## config.mk

```make
export PLATFORM = sky130hd
export DESIGN_NAME = mem_arbiter
export DESIGN_NICKNAME = d
export VERILOG_FILES = /design/src/rtl/bus_pkg.sv /design/src/rtl/req_latch.sv /design/src/rtl/mem_arbiter.sv
export SDC_FILE = /design/constraint.sdc
export NUM_CORES = 1
export LEC_CHECK = 0
export ABC_CLOCK_PERIOD_IN_PS = 7100
export CAP_MARGIN = 20
export CORE_ASPECT_RATIO = 0.5
export CORE_UTILIZATION = 43
export DETAILED_ROUTE_END_ITERATION = 6
export PLACE_DENSITY_LB_ADDON = 0.15
export RECOVER_POWER = 50
export REMOVE_ABC_BUFFERS = 1
export SKIP_LAST_GASP = 1
export SYNTH_ARGS = -nofsm -noshare
export SYNTH_HDL_FRONTEND = slang
export SYNTH_SLANG_ARGS = --single-unit
```

## constraint.sdc

```tcl
create_clock -name clk_i -period 7.1 [get_ports clk_i]
set_clock_uncertainty 0.05 [all_clocks]
set_input_delay 1.775 -clock clk_i [delete_from_list [all_inputs] [get_ports clk_i]]
set_output_delay 1.775 -clock clk_i [all_outputs]
set_load 0.1 [all_outputs]
```

## src/rtl/bus_pkg.sv

```systemverilog
// Shared bus definitions for the master-side blocks and the two-master arbiter:
// widths, burst constants, arbiter state encoding and the captured request record.
package bus_pkg;

  localparam int LEN_W  = 3;
  localparam int MASK_W = 4;
  localparam int ADDR_W = 32;
  localparam int DATA_W = 32;

  localparam logic [LEN_W-1:0] LEN_SINGLE = 3'd1;
  localparam logic [LEN_W-1:0] LEN_LINE   = 3'd4;

  typedef enum logic [1:0] {
    IDLE  = 2'd0,
    ISSUE = 2'd1,
    DATA  = 2'd2
  } arb_state_e;

  typedef struct packed {
    logic [LEN_W-1:0]  len;
    logic [MASK_W-1:0] mask;
    logic [ADDR_W-1:0] addr;
    logic              we;
  } req_fields_t;

  // A zero length means a single beat; anything past a line is clamped to a line.
  function automatic logic [LEN_W-1:0] norm_len(input logic [LEN_W-1:0] len);
    logic [LEN_W-1:0] res;
    if (len == 3'd0) begin
      res = LEN_SINGLE;
    end else if (len > LEN_LINE) begin
      res = LEN_LINE;
    end else begin
      res = len;
    end
    return res;
  endfunction

endpackage

```

## src/rtl/req_latch.sv

```systemverilog
// Per-master request capture: one pending bit, the latched request fields and
// a drop strobe for pulses that arrive while the master is pending or owning.
module req_latch
  import bus_pkg::*;
(
  input  logic        clk_i,
  input  logic        rst_i,
  input  logic        req_valid_i,
  input  req_fields_t req_i,
  input  logic        owned_i,
  input  logic        take_i,
  output logic        pend_o,
  output req_fields_t fields_o,
  output logic        drop_o
);

  logic        pend_q, pend_d;
  req_fields_t fields_q, fields_d;

  // Capture, clear-on-grant and overflow detection.
  always_comb begin
    pend_d   = pend_q;
    fields_d = fields_q;
    drop_o   = 1'b0;
    if (take_i) begin
      pend_d = 1'b0;
    end else begin
      pend_d = pend_q;
    end
    if (req_valid_i) begin
      if (!pend_q && !owned_i) begin
        pend_d        = 1'b1;
        fields_d      = req_i;
        fields_d.len  = norm_len(req_i.len);
      end else begin
        drop_o = 1'b1;
      end
    end else begin
      drop_o = 1'b0;
    end
  end

  // Request state registers.
  always_ff @(posedge clk_i or posedge rst_i) begin
    if (rst_i) begin
      pend_q   <= 1'b0;
      fields_q <= '0;
    end else begin
      pend_q   <= pend_d;
      fields_q <= fields_d;
    end
  end

  assign pend_o   = pend_q;
  assign fields_o = fields_q;

endmodule

```

## src/rtl/mem_arbiter.sv

```systemverilog
// Two-master arbiter for the shared memory/peripheral request port: latches
// request pulses, grants one master per transaction and routes its data beats.
module mem_arbiter
  import bus_pkg::*;
#(
  parameter int RR = 1
) (
  input  logic              clk_i,
  input  logic              rst_i,
  input  logic              m0_req_valid,
  input  logic [LEN_W-1:0]  m0_req_len,
  input  logic [MASK_W-1:0] m0_req_mask,
  input  logic [ADDR_W-1:0] m0_req_addr,
  input  logic              m0_req_we,
  output logic              m0_req_ready,
  input  logic              m0_dout_valid,
  input  logic [DATA_W-1:0] m0_dout,
  output logic              m0_din_valid,
  output logic [DATA_W-1:0] m0_din,
  input  logic              m0_din_ack,
  input  logic              m1_req_valid,
  input  logic [LEN_W-1:0]  m1_req_len,
  input  logic [MASK_W-1:0] m1_req_mask,
  input  logic [ADDR_W-1:0] m1_req_addr,
  input  logic              m1_req_we,
  output logic              m1_req_ready,
  input  logic              m1_dout_valid,
  input  logic [DATA_W-1:0] m1_dout,
  output logic              m1_din_valid,
  output logic [DATA_W-1:0] m1_din,
  input  logic              m1_din_ack,
  output logic              s_req_valid,
  output logic [LEN_W-1:0]  s_req_len,
  output logic [MASK_W-1:0] s_req_mask,
  output logic [ADDR_W-1:0] s_req_addr,
  output logic              s_req_we,
  input  logic              s_req_ready,
  output logic              s_dout_valid,
  output logic [DATA_W-1:0] s_dout,
  input  logic              s_din_valid,
  input  logic [DATA_W-1:0] s_din,
  output logic              s_din_ack,
  output logic [1:0]        grant,
  output logic              ovf
);

  arb_state_e       state_q, state_d;
  logic [1:0]       grant_q, grant_d;
  logic             last_q, last_d;
  logic [LEN_W-1:0] beats_q, beats_d;
  req_fields_t      s_req_q, s_req_d;
  logic             s_req_valid_q, s_req_valid_d;
  logic             ovf_q, ovf_d;

  req_fields_t m0_req_s, m1_req_s, fields0_s, fields1_s, win_fields_s;
  logic        pend0_s, pend1_s, drop0_s, drop1_s, take0_s, take1_s;
  logic        win1_s, beat_s, rd_s, wr_s;

  assign m0_req_s = '{len: m0_req_len, mask: m0_req_mask, addr: m0_req_addr, we: m0_req_we};
  assign m1_req_s = '{len: m1_req_len, mask: m1_req_mask, addr: m1_req_addr, we: m1_req_we};

  req_latch u_latch0 (
    .clk_i(clk_i), .rst_i(rst_i), .req_valid_i(m0_req_valid), .req_i(m0_req_s),
    .owned_i(grant_q[0]), .take_i(take0_s), .pend_o(pend0_s), .fields_o(fields0_s),
    .drop_o(drop0_s)
  );

  req_latch u_latch1 (
    .clk_i(clk_i), .rst_i(rst_i), .req_valid_i(m1_req_valid), .req_i(m1_req_s),
    .owned_i(grant_q[1]), .take_i(take1_s), .pend_o(pend1_s), .fields_o(fields1_s),
    .drop_o(drop1_s)
  );

  // Arbitration, issue and beat counting. last_q = 1 means M1 was granted last.
  always_comb begin
    state_d       = state_q;
    grant_d       = grant_q;
    last_d        = last_q;
    beats_d       = beats_q;
    s_req_d       = s_req_q;
    s_req_valid_d = 1'b0;
    take0_s       = 1'b0;
    take1_s       = 1'b0;
    win1_s        = pend1_s && (!pend0_s || ((RR != 0) && !last_q));
    win_fields_s  = win1_s ? fields1_s : fields0_s;
    ovf_d         = ovf_q | drop0_s | drop1_s;
    case (state_q)
      IDLE: begin
        if (pend0_s || pend1_s) begin
          take0_s       = !win1_s;
          take1_s       = win1_s;
          grant_d       = win1_s ? 2'b10 : 2'b01;
          s_req_d       = win_fields_s;
          beats_d       = win_fields_s.len;
          s_req_valid_d = 1'b1;
          state_d       = ISSUE;
        end else begin
          state_d = IDLE;
        end
      end
      ISSUE: begin
        state_d = DATA;
      end
      DATA: begin
        if (beat_s) begin
          beats_d = beats_q - 3'd1;
          if (beats_q == 3'd1) begin
            state_d = IDLE;
            grant_d = 2'b00;
            last_d  = grant_q[1];
          end else begin
            state_d = DATA;
          end
        end else begin
          beats_d = beats_q;
        end
      end
      default: begin
        state_d = IDLE;
        grant_d = 2'b00;
      end
    endcase
  end

  // Beat routing between the slave and the current owner; non-owners see zeros.
  always_comb begin
    rd_s         = (state_q == DATA) && !s_req_q.we;
    wr_s         = (state_q == DATA) && s_req_q.we;
    s_din_ack    = 1'b0;
    s_dout_valid = 1'b0;
    s_dout       = '0;
    m0_din_valid = 1'b0;
    m0_din       = '0;
    m1_din_valid = 1'b0;
    m1_din       = '0;
    m0_req_ready = 1'b0;
    m1_req_ready = 1'b0;
    if (rd_s) begin
      s_din_ack    = grant_q[1] ? m1_din_ack : m0_din_ack;
      m0_din_valid = grant_q[0] & s_din_valid;
      m0_din       = grant_q[0] ? s_din : '0;
      m1_din_valid = grant_q[1] & s_din_valid;
      m1_din       = grant_q[1] ? s_din : '0;
    end else if (wr_s) begin
      s_dout_valid = grant_q[1] ? m1_dout_valid : m0_dout_valid;
      s_dout       = grant_q[1] ? m1_dout : m0_dout;
      m0_req_ready = grant_q[0] & s_req_ready;
      m1_req_ready = grant_q[1] & s_req_ready;
    end else begin
      s_din_ack = 1'b0;
    end
    beat_s = s_din_ack | s_dout_valid;
  end

  // Arbiter state registers.
  always_ff @(posedge clk_i or posedge rst_i) begin
    if (rst_i) begin
      state_q       <= IDLE;
      grant_q       <= 2'b00;
      last_q        <= 1'b1;
      beats_q       <= 3'd0;
      s_req_q       <= '0;
      s_req_valid_q <= 1'b0;
      ovf_q         <= 1'b0;
    end else begin
      state_q       <= state_d;
      grant_q       <= grant_d;
      last_q        <= last_d;
      beats_q       <= beats_d;
      s_req_q       <= s_req_d;
      s_req_valid_q <= s_req_valid_d;
      ovf_q         <= ovf_d;
    end
  end

  assign s_req_valid = s_req_valid_q;
  assign s_req_len   = s_req_q.len;
  assign s_req_mask  = s_req_q.mask;
  assign s_req_addr  = s_req_q.addr;
  assign s_req_we    = s_req_q.we;
  assign grant       = grant_q;
  assign ovf         = ovf_q;

endmodule
```

==> results of run 1 <==
sequential cells by signal, indices dropped and copies added, names as in the netlist:
signal	cells
u_latch0.fields_o	40
last_q	1
u_latch0.pend_o	1
ovf	1
u_latch1.pend_o	1
grant	2
u_latch1.fields_o	40
state_q	2
s_req_addr	32
beats_q	3
s_req_we	1
s_req_valid	1
s_req_mask	4
s_req_len	3
routing by layer:
layer	global-route usage, %	vias to the layer above	routed length [um]
met2	43.68	144	9924
li1	-	2569	-
met3	4.940	20	920
met1	32.63	2612	8603
met4	6.403	0	250
met5	0	-	0
where the power goes:
part	switching (mW)	internal [mW]
Combinational	2.29	1.06
Sequential	0.265	1.15
Clock	0.313	0.622
Total	2.87	2.83
how the worst max path moves through the flow:
stage,start,to,slack (ps)
CTS,m0_dout[31],s_dout[31],1560
detailed placement,m0_din_ack,s_din_ack,1570
finish,m1_din_ack,s_din_ack,1570
floorplan,grant[1],s_din_ack,990
global placement,m0_din_ack,s_din_ack,1590
global route,rst_i,u_latch1.fields_o[27],1050
kinds of logic (layout without fill, tap and decap cells):
group	count (synthesis)	after routing	share of synthesized area, %
adder cells (fa/ha/maj)	2	2	0.3910
multiplexers	154	154	25.83
AO/OA/AOI/OAI	62	62	5.436
buffers and inverters	46	378	3.265
flip-flops	132	132	51.64
AND/OR/NAND/NOR	167	167	13.43
cells in the final DEF (no fill, tap or decap), drive strengths merged, types with 4 or more instances in the layout:
cell,instances
clkdlybuf4s50,327
dfrtp,131
mux2,79
nor2,74
mux2i,74
and2,68
a21oi,42
clkbuf,26
nand2,8
o21ai,7
inv,7
o21a,5
bufinv,4
dlygate4sd3,4
buf,4
nor3b,4
worst max-delay path, cell delays in order:
cell	delay, ps
clkdlybuf4s50_1	490
mux2i_1	80
nor3_1	180
clkdlybuf4s50_1	1170
stage by stage:
stage	std cells	instance area, sq um	setup slack (ps)	hold WS, ps	utilization, %
2_1_floorplan	525	6220	987.8	413.8	-
3_3_place_gp	1061	9872	1587	408.7	68.05
3_5_place_dp	1061	9872	1570	408.8	68.05
4_1_cts	1092	10510	1560	426.1	72.43
5_1_grt	1093	10480	1045	452.6	72.25
6_report	1093	10480	1574	429.0	72.25
cell type report:
type / instances / area [sq um] / share of cell area (%)
well taps: 198 / 247.7 / 2.364
repair buffers: 339 / 3367 / 32.12
flip-flops and latches: 132 / 3306 / 31.54
clock inverters: 9 / 150.1 / 1.432
inverters: 8 / 31.28 / 0.2984
clock buffers: 22 / 484.2 / 4.620
multi-input cells: 385 / 2895 / 27.62
==> results.cfg, run 1 <==
[global_routing]
grt_use_total_pct = 25.05
grt_max_degree = 85
grt_antenna_before_repair = 0
grt_first_pass_wirelength_um = 29440
grt_overflow = 0
grt_pass1_vias = 5338

[placement]
gp_congestion = 0.8029
dp_hpwl_um = 13910
io_buffers = 331

[hold_path]
hold_depth = 1
hp-class = flip-flop to flip-flop
worstHoldStart = ovf
min_to = ovf

[setup_path]
cp.required_ps = 5280
cp.arrival_ps = 3700
startpoint_type = input port
worstSetupEndpointType = primary output
worstPathMaxFanout = 2
r2r_cells = 5
regToRegEndpoint = beats_q[0]
r2r_slack_ps = 2790
path_class = input port to primary output
timing.rr.start = state_q[1]

[job]
maxCapViolCount = 5

[routing]
drc = 4
drt-total-wl_um = 19700
final_antenna_net_count = 0
post_drt_via_cell_ratio = 4.890
drtIter0Drc = 266
wl_per_cell_um = 18.02
vias = 5345
drt_pass1_iterations = 7

[clock_tree]
numCtsBuffers = 17
hold_buffers = 0
post-cts-setup-buffers = 0
cts_buffer_depth = 2
cts_tree = yes
path_clk_slew_ps = 60
clk_latency_ps = 400
htreeDepth = 4
ctsResizeCount = 0
clock-sinks = 132
cts-root-buf = clkbuf_16

[die]
fp.dieW_um = 174.5
placementRows = 31
die_h_um = 88.26
die_area_sq_mm = 0.01540
ios = 332
coreArea_sq_mm = 0.01451
initial_utilization_pct = 44.11

[synth]
synth_most_common_cell = dfrtp_1
yosysWarnings = 0
synth_edf_count = 0
yosys.area.top_type = dfrtp_1
yosys.area.top_type_share_pct = 51.23
ys_seq_area_share_pct = 51.64
syn_avg_cell_area_sq_um = 11.37
synthFlopType = dfrtp_1
ys_top_cells_by_count = dfrtp_1, mux2_2, mux2i_1, nor2_1, and2_1
synth_cell_types = 34
ys_ff_latch = 132
synth_area_leaders = dfrtp_1, mux2_2, mux2i_1
synthArstFlopShare_pct = 100.0
syn_inst = 563
synth_area_sq_mm = 0.006399

[run_status]
violations = design-rule violations, max-capacitance violations, max-slew violations
status = finished with violations

[sta]
layout_min_cycle_time_ps = 5526
setup_viol = 0
hold_viol = 0
fmax_mhz = 181.0
final-max-slew-violation-count = 306
worst_pin_slew_ps = 3639
finalCritPeriodShare_pct = 77.83
slew_headroom_pct = -142.6
rsz0062_at_grt = false
finalSetupTns_ps = 0

[cells_and_area]
diodes = 0
fillers = 1045
drive_gt1_share_pct = 13.52
nets = 1071
area_delta_synth_final_pct = 63.81

[power_and_ir_drop]
power_leakage_nw = 4.348
ir_drop_uv = 287.5
p_per_area_mw_per_mm2 = 543.8
finalPower_mw = 5.700
Note: power is estimated with default switching activity, not from simulation.
==> run 2, diff against run 1 <==
--- a/config.mk
+++ b/config.mk
@@ -5,10 +5,10 @@
 export SDC_FILE = /design/constraint.sdc
 export NUM_CORES = 1
 export LEC_CHECK = 0
-export ABC_CLOCK_PERIOD_IN_PS = 7100
+export ABC_CLOCK_PERIOD_IN_PS = 5700
 export CAP_MARGIN = 20
 export CORE_ASPECT_RATIO = 0.5
-export CORE_UTILIZATION = 43
+export CORE_UTILIZATION = 40
 export DETAILED_ROUTE_END_ITERATION = 6
 export PLACE_DENSITY_LB_ADDON = 0.15
 export RECOVER_POWER = 50
==> constraint.sdc (replaced) <==
create_clock -name clk_i -period 5.7 [get_ports clk_i]
set_clock_uncertainty 0.05 [all_clocks]
set_input_delay 1.425 -clock clk_i [delete_from_list [all_inputs] [get_ports clk_i]]
set_output_delay 1.425 -clock clk_i [all_outputs]
set_load 0.1 [all_outputs]
==> results.cfg, run 2 (synthesized netlist as in run 1, its figures left out) <==
[clock_tree]
numCtsBuffers = 17
htreeDepth = 4
post-cts-setup-buffers = 0
path_clk_slew_ps = 60
clock-sinks = 132
cts_buffer_depth = 2
cts-root-buf = clkbuf_16
ctsResizeCount = 0
cts_tree = yes
clk_latency_ps = 420
hold_buffers = 0

[cells_and_area]
final_cell_mix = clkdlybuf4s50_1, dfrtp_1, buf_4
final_common_cell = clkdlybuf4s50_1
regArea_sq_mm = 0.003306
area_delta_synth_final_pct = 59.91
diodes = 0
drive_gt1_share_pct = 25.33
final_cell_area_sq_mm = 0.01023
nets = 1075
multi_input_area_sq_mm = 0.002884
fillers = 1228

[routing]
vias = 5428
final_antenna_net_count = 0
drt-total-wl_um = 19510
drtIter0Drc = 218
drt_pass1_iterations = 4
drc = 0
post_drt_via_cell_ratio = 4.917
wl_per_cell_um = 17.67

[hold_path]
hp-class = flip-flop to flip-flop
min_to = ovf
worstHoldStart = ovf
hold_depth = 1

[die]
ios = 332
die_area_sq_mm = 0.01654
placementRows = 32
initial_utilization_pct = 41.19
coreArea_sq_mm = 0.01553
die_h_um = 91.44
fp.dieW_um = 180.9

[sta]
setup_viol = 0
final-max-slew-violation-count = 217
fmax_mhz = 230.2
layout_min_cycle_time_ps = 4345
hold_viol = 0
rsz0062_at_grt = false
slew_headroom_pct = -124.2
finalCritPeriodShare_pct = 76.22
worst_pin_slew_ps = 3364

[global_routing]
grt_pass1_vias = 5331
grt_use_met1_pct = 30.77
grt_antenna_before_repair = 2
gr-usage-met2_pct = 39.58
grt-busiest-layer = met2
grt_use_total_pct = 23.73
grt_overflow = 0
grt_max_degree = 66
grtUsageMet3_pct = 5.856
grt_first_pass_wirelength_um = 30130

[power_and_ir_drop]
ir_drop_uv = 489.4
p_per_area_mw_per_mm2 = 686.2
finalPower_mw = 7.021
power_leakage_nw = 4.544

[setup_path]
max_stage_delay_ps = 1920
cp.arrival_ps = 4590
regToRegEndpoint = beats_q[1]
cp_num_buf_inv = 2
path_class = input port to flip-flop
worstSetupEndpointType = flip-flop
path_delay_family = buffers and inverters
timing.rr.start = u_latch1.pend_o
cpMaxStageDelayCell = clkbuf_1
startpoint_type = input port
worstPathMaxFanout = 42
cp.required_ps = 5940
crit_chain = dlygate4sd3_1, nor3b_1, clkbuf_1, mux2_2
r2r_slack_ps = 1690
r2r_cells = 5

[placement]
dp_hpwl_um = 14220
place_area_sq_mm = 0.009647
io_buffers = 331
gp_congestion = 0.8822

[job]
maxCapViolCount = 4

[run_status]
status = finished with violations
violations = max-capacitance violations, max-slew violations
[run 2: worst max path at each step]
stage | startpoint | end | depth (start not counted)
floorplan | u_latch0.pend_o | beats_q[0] | 4
global placement | m0_dout[5] | s_dout[5] | 4
detailed placement | m0_din_ack | s_din_ack | 4
CTS | m0_din_ack | s_din_ack | 4
global route | rst_i | u_latch0.fields_o[39] | 3
finish | m1_req_valid | u_latch1.fields_o[5] | 4
[run 2: metal layers]
layer	vias to the layer above	share of wire, %	routed length [um]
li1	2585	-	-
met1	2653	44	8516
met2	157	49	9569
met3	29	5.5	1075
met4	4	1.6	316
met5	-	0.14	27
[run 2: final cells by class]
cell class / count / share of cell area, %
Clock buffer: 18 / 4.194
Clock inverter: 14 / 1.749
Inverter: 8 / 0.3057
Multi-Input combinational cell: 385 / 28.19
Sequential cell: 132 / 32.31
Tap cell: 204 / 2.495
Timing Repair Buffer: 343 / 30.77
[run 2: through the flow]
stage / util, % / hold WS (ps) / setup TNS, ps / cells / setup WS (ps)
6_report: 65.87 / 426.1 / 0 / 1104 / 1355
5_1_grt: 65.87 / 453.3 / 0 / 1104 / 888.4
4_1_cts: 66.01 / 428.5 / 0 / 1102 / 1740
3_5_place_dp: 62.10 / 413.8 / 0 / 1070 / 1747
3_3_place_gp: 62.10 / 410.2 / 0 / 1070 / 1751
2_1_floorplan: - / 413.8 / -211.1 / 525 / -86.88
[run 2: report_power, final]
part	switching, mW	internal [mW]	leakage [nW]	total [mW]
Sequential	0.265	1.43	1.53	1.69
Clock	0.419	0.692	0.287	1.11
Combinational	2.90	1.31	2.72	4.21
[run 2: worst register-to-register path: cells and delay by family (launching register included)]
kind | cells | cell delay [ps]
buffers and inverters | 1 | 2390
AO/OA/AOI/OAI | 3 | 630
flip-flops | 1 | 450
multiplexers | 1 | 420
